File: src/rtl/pipeline_ctrl_pkg.sv
// Shared types and sizing for the pipeline control block.
package instruction_utils;
    localparam int REG_ADDR_W = 5;
    localparam int NUM_REGS   = 32;

    typedef enum logic [1:0] {
        RUN      = 2'd0,
        FLUSH    = 2'd1,
        MEM_WAIT = 2'd2
    } ctrl_state_e;
endpackage

File: src/rtl/pipeline_ctrl_scoreboard.sv
// Register busy bitmap: tracks in-flight writes and reports RAW/WAW hazards for the ID instruction.
module scoreboard
    import instruction_utils::*;
(
    input  logic                  clk,
    input  logic                  rst_n,
    input  logic [REG_ADDR_W-1:0] rs1_addr_i,
    input  logic                  rs1_used_i,
    input  logic [REG_ADDR_W-1:0] rs2_addr_i,
    input  logic                  rs2_used_i,
    input  logic [REG_ADDR_W-1:0] rd_addr_i,
    input  logic                  rd_wr_en_i,
    input  logic                  set_en_i,
    input  logic                  clr_en_i,
    input  logic [REG_ADDR_W-1:0] clr_addr_i,
    output logic                  hazard_o,
    output logic [NUM_REGS-1:0]   busy_mask_o
);
    logic [NUM_REGS-1:0] busy_q;
    logic [NUM_REGS-1:0] busy_d;
    logic [NUM_REGS-1:0] busy_eff;
    logic [NUM_REGS-1:0] set_mask;
    logic [NUM_REGS-1:0] clr_mask;

    function automatic logic reg_pending(input logic [NUM_REGS-1:0] busy,
                                         input logic [REG_ADDR_W-1:0] addr,
                                         input logic used);
        return used && (addr != '0) && busy[addr];
    endfunction

    always_comb begin
        set_mask = '0;
        clr_mask = '0;
        if (set_en_i) set_mask[rd_addr_i] = 1'b1;
        if (clr_en_i) clr_mask[clr_addr_i] = 1'b1;
        // A retiring write frees its register for this cycle's hazard check.
        busy_eff = busy_q & ~clr_mask;
        busy_d = busy_eff | set_mask;
        busy_d[0] = 1'b0;
        hazard_o = reg_pending(busy_eff, rs1_addr_i, rs1_used_i) ||
                   reg_pending(busy_eff, rs2_addr_i, rs2_used_i) ||
                   reg_pending(busy_eff, rd_addr_i, rd_wr_en_i);
    end

    always_ff @(posedge clk) begin
        if (!rst_n) busy_q <= '0;
        else        busy_q <= busy_d;
    end

    assign busy_mask_o = busy_q;
endmodule

File: src/rtl/pipeline_ctrl.sv
// Pipeline control: issue/stall/flush/hold decisions, FSM for branch flush and memory wait,
// and a saturating stall-cycle counter.
module pipeline_ctrl
    import instruction_utils::*;
(
    input  logic                  clk,
    input  logic                  rst_n,
    input  logic                  id_valid,
    input  logic [REG_ADDR_W-1:0] id_rs1_addr,
    input  logic [REG_ADDR_W-1:0] id_rs2_addr,
    input  logic                  id_rs1_used,
    input  logic                  id_rs2_used,
    input  logic [REG_ADDR_W-1:0] id_rd_addr,
    input  logic                  id_wr_en,
    input  logic [REG_ADDR_W-1:0] wb_id_rd_addr,
    input  logic                  wb_id_wr_en,
    input  logic                  ex_branch_taken,
    input  logic                  dmem_req,
    input  logic                  dmem_ready,
    output logic                  issue,
    output logic                  stall,
    output logic                  id_ex_bubble,
    output logic                  if_id_flush,
    output logic                  pipe_hold,
    output logic [NUM_REGS-1:0]   busy_mask,
    output logic [15:0]           stall_cycles
);
    ctrl_state_e state_q, state_d;
    logic [15:0] stall_cycles_q;
    logic        hazard;
    logic        mem_stall;

    function automatic logic [15:0] sat_inc(input logic [15:0] v);
        return (v == 16'hFFFF) ? v : v + 16'd1;
    endfunction

    scoreboard u_scoreboard (
        .clk         (clk),
        .rst_n       (rst_n),
        .rs1_addr_i  (id_rs1_addr),
        .rs1_used_i  (id_rs1_used),
        .rs2_addr_i  (id_rs2_addr),
        .rs2_used_i  (id_rs2_used),
        .rd_addr_i   (id_rd_addr),
        .rd_wr_en_i  (id_wr_en),
        .set_en_i    (issue && id_wr_en),
        .clr_en_i    (wb_id_wr_en),
        .clr_addr_i  (wb_id_rd_addr),
        .hazard_o    (hazard),
        .busy_mask_o (busy_mask)
    );

    assign mem_stall = dmem_req && !dmem_ready;

    always_comb begin
        issue        = 1'b0;
        stall        = 1'b0;
        id_ex_bubble = 1'b0;
        if_id_flush  = 1'b0;
        pipe_hold    = 1'b0;
        state_d      = state_q;
        if (!rst_n) begin
            id_ex_bubble = 1'b1;
            if_id_flush  = 1'b1;
            state_d      = RUN;
        end else if (state_q == FLUSH) begin
            id_ex_bubble = 1'b1;
            if_id_flush  = 1'b1;
            state_d      = RUN;
        end else if (state_q == MEM_WAIT && !dmem_ready) begin
            pipe_hold = 1'b1;
            stall     = 1'b1;
        end else begin
            // RUN, or MEM_WAIT releasing this cycle: memory stall outranks branch, branch outranks hazard.
            state_d = RUN;
            if (mem_stall) begin
                pipe_hold = 1'b1;
                stall     = 1'b1;
                state_d   = MEM_WAIT;
            end else if (ex_branch_taken) begin
                if_id_flush  = 1'b1;
                id_ex_bubble = 1'b1;
                state_d      = FLUSH;
            end else if (id_valid && hazard) begin
                stall        = 1'b1;
                id_ex_bubble = 1'b1;
            end else begin
                issue = id_valid;
            end
        end
    end

    always_ff @(posedge clk) begin
        if (!rst_n) begin
            state_q        <= RUN;
            stall_cycles_q <= '0;
        end else begin
            state_q <= state_d;
            if (stall) stall_cycles_q <= sat_inc(stall_cycles_q);
        end
    end

    assign stall_cycles = stall_cycles_q;
endmodule

File: config.mk
export PLATFORM = sky130hd
export DESIGN_NAME = pipeline_ctrl
export DESIGN_NICKNAME = d
export VERILOG_FILES = /design/src/rtl/pipeline_ctrl_pkg.sv /design/src/rtl/pipeline_ctrl_scoreboard.sv /design/src/rtl/pipeline_ctrl.sv
export SDC_FILE = /design/constraint.sdc
export NUM_CORES = 1
export LEC_CHECK = 0
export BUFFER_PORTS_ARGS = -buffer_cell sky130_fd_sc_hd__buf_2
export CAP_MARGIN = 20
export CORE_MARGIN = 5
export CORE_UTILIZATION = 30
export CTS_BUF_LIST = sky130_fd_sc_hd__clkbuf_16
export CTS_CLUSTER_SIZE = 14
export DETAILED_ROUTE_END_ITERATION = 12
export PLACE_DENSITY = 0.52
export SYNTH_ARGS = -nofsm -noshare
export SYNTH_HDL_FRONTEND = slang
export SYNTH_SLANG_ARGS = --single-unit
File: constraint.sdc
create_clock -name clk -period 2.9 [get_ports clk]
set_input_delay 0.145 -clock clk [delete_from_list [all_inputs] [get_ports clk]]
set_output_delay 0.145 -clock clk [all_outputs]
set_load 0.05 [all_outputs]
## Word-level counts from Yosys, hierarchy flattened

Index checks and enable logic that the tools add are counted.

| cells by class | value |
|---|---|
| add/subtract/negate cells | 1 |
| order comparisons | 6 |
| equal/unequal tests | 3 |
| mux-type cells | 40 |
| bitwise gates (word level) | 5 |
| reductions and logical operators | 20 |

Operators with widths:

| cell | number |
|---|---|
| 32-bit 2-to-1 mux | 2 |
| 32-bit AND | 1 |
| 1-bit 2-to-1 mux | 32 |
| 32-bit NOT | 1 |
| 32-bit OR | 1 |
| 5-bit by 6-bit less-than comparator with 1-bit output (second input constant) | 4 |
| 16-bit by 1-bit adder with 16-bit output (second input constant) | 1 |
| 16-bit equality test (second input constant) | 1 |
| 1-bit binary-select mux with 5-bit select | 3 |
| 5-bit nonzero test | 3 |
| 1-bit logical AND | 12 |
| 1-bit demux with 5-bit select | 2 |
| 5-bit by 1-bit greater-or-equal comparator with 1-bit output (second input constant) | 2 |
| 2-bit by 1-bit equality test with 1-bit output (second input constant) | 1 |
| 2-bit equality test (second input constant) | 1 |
| 1-bit logical OR | 2 |
| 2-bit 2-to-1 mux | 1 |
| 1-bit NOT | 2 |
| 2-bit AND reduction | 1 |
| 2-bit OR reduction | 1 |
| 1-bit logical NOT | 1 |

| word-level totals | value |
|---|---|
| flip-flop bits (word level) | 50 |
| input bits | 30 |
| word-level logic and storage cells | 79 |

## Longest topological paths before layout

| logic depth | value |
|---|---|
| word-level depth | 22 |
| mapped depth | 12 |

## By module

Synthesis repeated with hierarchy kept, for this count alone.

| unflattened totals | value |
|---|---|
| cells, all modules | 406 |
| area, all modules | 3335.7 sq um |

By module, submodules not included:

| module | times used | cells an instance | area each (sq um) | seq. area each (sq um) |
|---|---|---|---|---|
| scoreboard | 1 | 298 | 2358.5 | 620.6 |
| pipeline_ctrl | 1 | 108 | 977.2 | 360.3 |

## Worst setup path after synthesis

OpenSTA, ideal clock, no wires.

| path | value |
|---|---|
| path type | register -> register |
| from | reg u_scoreboard.busy_q[10] (netlist: u_scoreboard.busy_mask_o[10]) |
| to | reg stall_cycles_q[12] (netlist: stall_cycles[12]) |
| setup time | 117 ps |
| arrival | 3138 ps |
| data required time | 2783 ps |
| slack | -355 ps |
| stages on the path, launching flop included | 10 |
| clock period less this slack | 3255 ps |
| cell sequence | dfxtp_1 -> mux2i_1 -> a311oi_1 -> o22ai_1 -> a2111oi_1 -> a211oi_2 -> o211a_2 -> o22ai_1 -> and4_1 -> nor3_2 |

| on the way | value |
|---|---|
| longest elaborated chain between the ends | 14 |
| elaborated cells on any way between the ends | 20 |

RTL lines:

| item | RTL line | RTL |
|---|---|---|
| start: declaration | pipeline_ctrl_scoreboard.sv:19 | `logic [NUM_REGS-1:0] busy_q;` |
| start signal: assignment | pipeline_ctrl_scoreboard.sv:47 | `else busy_q <= busy_d;` |
| 32-bit AND (*) | pipeline_ctrl_scoreboard.sv:37 | `busy_eff = busy_q & ~clr_mask;` |
| 1-bit binary-select mux with 5-bit select | pipeline_ctrl_scoreboard.sv:28 | `return used && (addr != '0) && busy[addr];` |
| 1-bit 2-to-1 mux (implied by the code) | pipeline_ctrl_scoreboard.sv:28 |  |
| 1-bit logical AND | pipeline_ctrl_scoreboard.sv:28 |  |
| 1-bit logical OR | pipeline_ctrl_scoreboard.sv:40 | `hazard_o = reg_pending(busy_eff, rs1_addr_i, rs1_used_i) \|\|` |
| 1-bit logical OR (*) | pipeline_ctrl_scoreboard.sv:41 | `reg_pending(busy_eff, rs2_addr_i, rs2_used_i) \|\|` |
| 1-bit logical AND (*) | pipeline_ctrl.sv:84 | `end else if (id_valid && hazard) begin` |
| 1-bit 2-to-1 mux (*) | pipeline_ctrl.sv:84 |  |
| 1-bit 2-to-1 mux (*) | pipeline_ctrl.sv:80 | `end else if (ex_branch_taken) begin` |
| 1-bit 2-to-1 mux (*) | pipeline_ctrl.sv:76 | `if (mem_stall) begin` |
| 1-bit 2-to-1 mux (*) | pipeline_ctrl.sv:70 | `end else if (state_q == MEM_WAIT && !dmem_ready) begin` |
| 1-bit 2-to-1 mux (*) | pipeline_ctrl.sv:66 | `end else if (state_q == FLUSH) begin` |
| 1-bit 2-to-1 mux (*) | pipeline_ctrl.sv:62 | `if (!rst_n) begin` |
| named net stall | pipeline_ctrl.sv:21 | `output logic stall,` |
| 2-bit AND reduction (no line) (*) | n/a |  |
| end signal: assignment | pipeline_ctrl.sv:99 | `if (stall) stall_cycles_q <= sat_inc(stall_cycles_q);` |
| end: declaration | pipeline_ctrl.sv:29 | `logic [15:0] stall_cycles_q;` |

Mark *: on every way through the listed nets, which the timed path passes. The rest lies on a longest branch. The select of a mux whose other input is x is not followed.
A chain may end at the register's enable or synchronous reset.

## Worst setup path after layout

| path | value |
|---|---|
| from | in wb_id_rd_addr[4] |
| to | out id_ex_bubble |

| on the way | value |
|---|---|
| longest elaborated chain between the ends | 19 |
| elaborated cells on any way between the ends | 26 |

RTL lines:

| item | RTL line | RTL |
|---|---|---|
| start: declaration | pipeline_ctrl.sv:15 | `input logic [REG_ADDR_W-1:0] wb_id_rd_addr,` |
| 5-bit by 6-bit less-than comparator with 1-bit output (implied by the code) or 5-bit by 1-bit greater-or-equal comparator with 1-bit output (tied branches) | pipeline_ctrl_scoreboard.sv:35 | `if (clr_en_i) clr_mask[clr_addr_i] = 1'b1;` |
| 1-bit logical AND (implied by the code) | pipeline_ctrl_scoreboard.sv:35 |  |
| 1-bit 2-to-1 mux (implied by the code) | pipeline_ctrl_scoreboard.sv:35 |  |
| 1-bit demux with 5-bit select (*) | n/a |  |
| 32-bit 2-to-1 mux (*) | pipeline_ctrl_scoreboard.sv:35 |  |
| 32-bit NOT (*) | pipeline_ctrl_scoreboard.sv:37 |  |
| 32-bit AND (*) | pipeline_ctrl_scoreboard.sv:37 |  |
| 1-bit binary-select mux with 5-bit select | pipeline_ctrl_scoreboard.sv:28 |  |
| (+3 left out) | n/a |  |
| 1-bit logical OR (*) | pipeline_ctrl_scoreboard.sv:41 |  |
| 1-bit logical AND (*) | pipeline_ctrl.sv:84 |  |
| 1-bit 2-to-1 mux (*) | pipeline_ctrl.sv:84 |  |
| 1-bit 2-to-1 mux (*) | pipeline_ctrl.sv:80 |  |
| 1-bit 2-to-1 mux (*) | pipeline_ctrl.sv:76 |  |
| 1-bit 2-to-1 mux (*) | pipeline_ctrl.sv:70 |  |
| 1-bit 2-to-1 mux (*) | pipeline_ctrl.sv:66 |  |
| 1-bit 2-to-1 mux (*) | pipeline_ctrl.sv:62 |  |
| end: declaration | pipeline_ctrl.sv:22 | `output logic id_ex_bubble,` |

Every way passes the cells marked *; elsewhere a longest branch is shown, timed or not. The select of a mux whose other input is x is not followed.

==> summary.txt <==
Outcome
  • Outcome: complete, no violations

Synthesis
  • Commonest cells post-synth: dfxtp_1 (49), o21ai_0 (35), nor2_1 (28)
  • Post-synthesis sequential element count: 49
  • Cells after synthesis: 459
  • Mapped Nets: 490
  • Top cells by area, synth: dfxtp_1 (26%), o21ai_0 (4.7%), mux2i_1 (4.5%)
  • EDFF count, synth: 0
  • Top-count cell post-synth: dfxtp_1
  • Synth async-reset ratio: 0
  • Compound-Gate Fraction of Synth Area: 0.299
  • Yosys warning count: 0
  • Synth top area share: 0.261
  • Synth area leader: dfxtp_1
  • Fraction of synthesized area in multiplexers: 0.117
  • Post-Syn Area: 3750 µm²
  • Register area share after synthesis: 0.261
  • Post-synthesis simple-gate area fraction: 0.234
  • Largest family of logic cells by synthesized area: compound AO/OA/AOI/OAI gates
  • XOR/XNOR Fraction of Synth Area: 0.0187
  • Main synth FF type: dfxtp_1
  • Netlist cell types: 75
  • Mean Syn Cell Area: 8.18 µm²
  • Adder-cell share of the synthesized area: 0.00333

Floorplanning
  • Core Rows: 40
  • CORE AREA: 12200 µm²
  • Die area: 14800 µm²
  • Die Ht: 122 µm
  • Initial core utilization: 0.309
  • I/O pins: 83
  • Die X: 122 µm

Finish
  • Nets: 581
  • Multi-input logic area: 2550 µm²
  • ANT cells: 0
  • Fill count: 1296
  • Sequential Area: 987 µm²
  • Proportion of layout cells with a drive suffix above 1: 0.301
  • Final Util: 0.386
  • Finished Layout Cells: 719
  • Syn-to-layout area delta: 25.1%

Clocking
  • Clock root cell: clkbuf_16
  • Clock Latency Late Sink: 0.30 ns
  • Clock sink total: 49
  • Clock Tree Buf Depth: 2
  • H-Tree Depth: 2
  • TritonCTS buffer count: 5
  • CTS tree: yes
  • Clk pin slew, worst setup/hold paths: 0.06 ns

Drt
  • Via count: 4258
  • Drt pass-1 iters: 5
  • Routed WL per cell: 21.1 µm
  • Total wire length: 15200 µm
  • Initial DRC Count: 343
  • Routed Antenna Nets: 0
  • Vias per Instance: 5.92
  • DRC: 0

Critical path
  • Worst EP arrival: 2.68 ns
  • CP endpoint kind: output port
  • R2r setup slk: 0.20 ns
  • Crit-path max cell delay: 0.55 ns
  • Slowest CP cell: or4b_4
  • CP required: 2.76 ns
  • Crit-path max FO: 13
  • WS Path Type: primary input to output port
  • Crit Reg-Reg Endpoint: stall_cycles[9]
  • Buf+Inv Stages, Crit Path: 3
  • Critical Path Start Type: primary input
  • Reg2Reg Depth: 10
  • Critical Path, Cell by Cell: buf_2 -> or4b_4 -> or3b_1 -> a211oi_2 -> o311ai_2 -> a211oi_2 -> o211ai_2 -> buf_4 -> a31o_2 -> buf_4
  • Worst r2r src: u_scoreboard.busy_mask_o[10]
  • CP top delay family: compound AO/OA/AOI/OAI gates

Hold path
  • Hold crit path type: primary input to register
  • Min-Delay Path Depth: 3
  • Worst Hold Path EP: state_q[0]
  • Hold Startpoint: ex_branch_taken

Run
  • Maxcap violations: 0

GRT
  • Aggregate global routing overflow: 0
  • Vias in the first global route: 4125
  • First-pass GRT wire length: 23300 µm
  • Initial antenna violation count: 0
  • Largest net degree at the start of global routing: 27
  • GRT Resource Usage Total: 0.202

Placement
  • Port Buffers: 81
  • Post-DP HPWL: 11600 µm
  • Inst Count DP: 709
  • RePlAce Congestion: 0.943

Timing
  • Slew headroom: 0.592
  • Max-slew violation count: 0
  • Fin crit period: 2.82 ns
  • F_max: 354 MHz
  • Final setup viols: 0
  • Tcrit/Tclk final: 0.974
  • Final hold vios: 0
  • Worst clock skew: 0.00990 ns
  • RSZ-0062 raised after global routing: yes
  • Worst-Margin Slew: 0.610 ns

Pwr
  • Leak: 1.80 nW
  • Max VDD drop: 0.194 mV
  • Pwr Density: 342 nW/µm²
state kept, by name, indices dropped and copies added (netlist names):
register	cells
u_scoreboard.busy_mask_o	31
stall_cycles	16
state_q	2
per-stage QoR:
stage               TNS (ns)  instance area (µm²)  setup WS (ns)  power [mW]  hold WS, ns
floorplan                  0                 3760         0.0505       0.901        0.283
global placement           0                 4510         0.0104        1.02        0.398
detailed placement   -0.0193                 4510       -0.00828        1.02        0.419
CTS                        0                 4650         0.0139        1.61        0.110
global route        -0.00117                 4700       -0.00117        1.67        0.129
finish                     0                 4700         0.0767        1.61        0.111
final cells by class:
cell class,instances,area share
multi-input combinational,356,0.543
clock buffer,5,0.0266
tap,168,0.0448
sequential,49,0.210
clock inverter,3,0.00426
inverter,17,0.0136
timing repair buffer,121,0.157
what timing repair did:
item / in CTS / in global routing
hold buffers: 0 / 0
setup buffers: 0 / 2
cloned: 0 / 0
pin swaps: 0 / 3
gates resized for setup: 1 / 13
setup endpoints to repair: 1 / 4
routing by layer:
metal,vias to the layer above,part of all wire,track usage
met2,221,0.48,0.342
li1,1973,-,-
met4,0,0.024,0.0686
met1,2031,0.42,0.258
met5,-,0,0
met3,33,0.076,0.0385
placed cells by master, fill, tap and decap left out, types with 5 or more instances in the layout:
master     count
inv_1         15
nor3_1         7
and2_1         6
o21a_1        12
nand3_1       19
mux2_2        13
nand2b_1       8
mux2i_1       17
buf_4         40
a21oi_1       26
nand4b_1       6
nand4_1       16
dfxtp_1       44
xnor2_1        5
dfxtp_2        5
o31ai_1       12
nand2_1       18
o211ai_1      14
o21ai_0       33
nor2_1        28
clkbuf_16      5
or4_1          5
mux4_2         5
buf_2         78
a211oi_1       5
worst max-delay path by stage:
stage	slack, ns	depth (start not counted)	to	startpoint
5_1_grt	-0.001	8	issue	u_scoreboard.busy_mask_o[31]
4_1_cts	0.01	9	id_ex_bubble	u_scoreboard.busy_mask_o[27]
2_1_floorplan	0.05	9	stall_cycles[12]	u_scoreboard.busy_mask_o[10]
3_3_place_gp	0.01	12	stall_cycles[9]	wb_id_rd_addr[1]
6_report	0.08	10	id_ex_bubble	wb_id_rd_addr[4]
3_5_place_dp	-0.008	10	u_scoreboard.busy_mask_o[12]	wb_id_wr_en
logic make-up (layout without fill, tap and decap cells):
family	after synthesis	in the layout
AO/OA/AOI/OAI	160	160
XOR/XNOR	8	8
adder cells (fa/ha/maj)	1	1
buffers and inverters	54	146
flip-flops	49	49
multiplexers	36	36
other	1	1
AND/OR/NAND/NOR	150	150
tightest hold or removal path: stages:
cell and delay [ns]:
buf_2 0.10, nand2_1 0.07, nor2_1 0.04
power breakdown:
group	switching (mW)	internal, mW	total, mW
clock network	0.273	0.320	0.593
logic	0.220	0.115	0.336
registers	0.00349	0.676	0.679
Note: power is estimated with default switching activity, not from simulation.
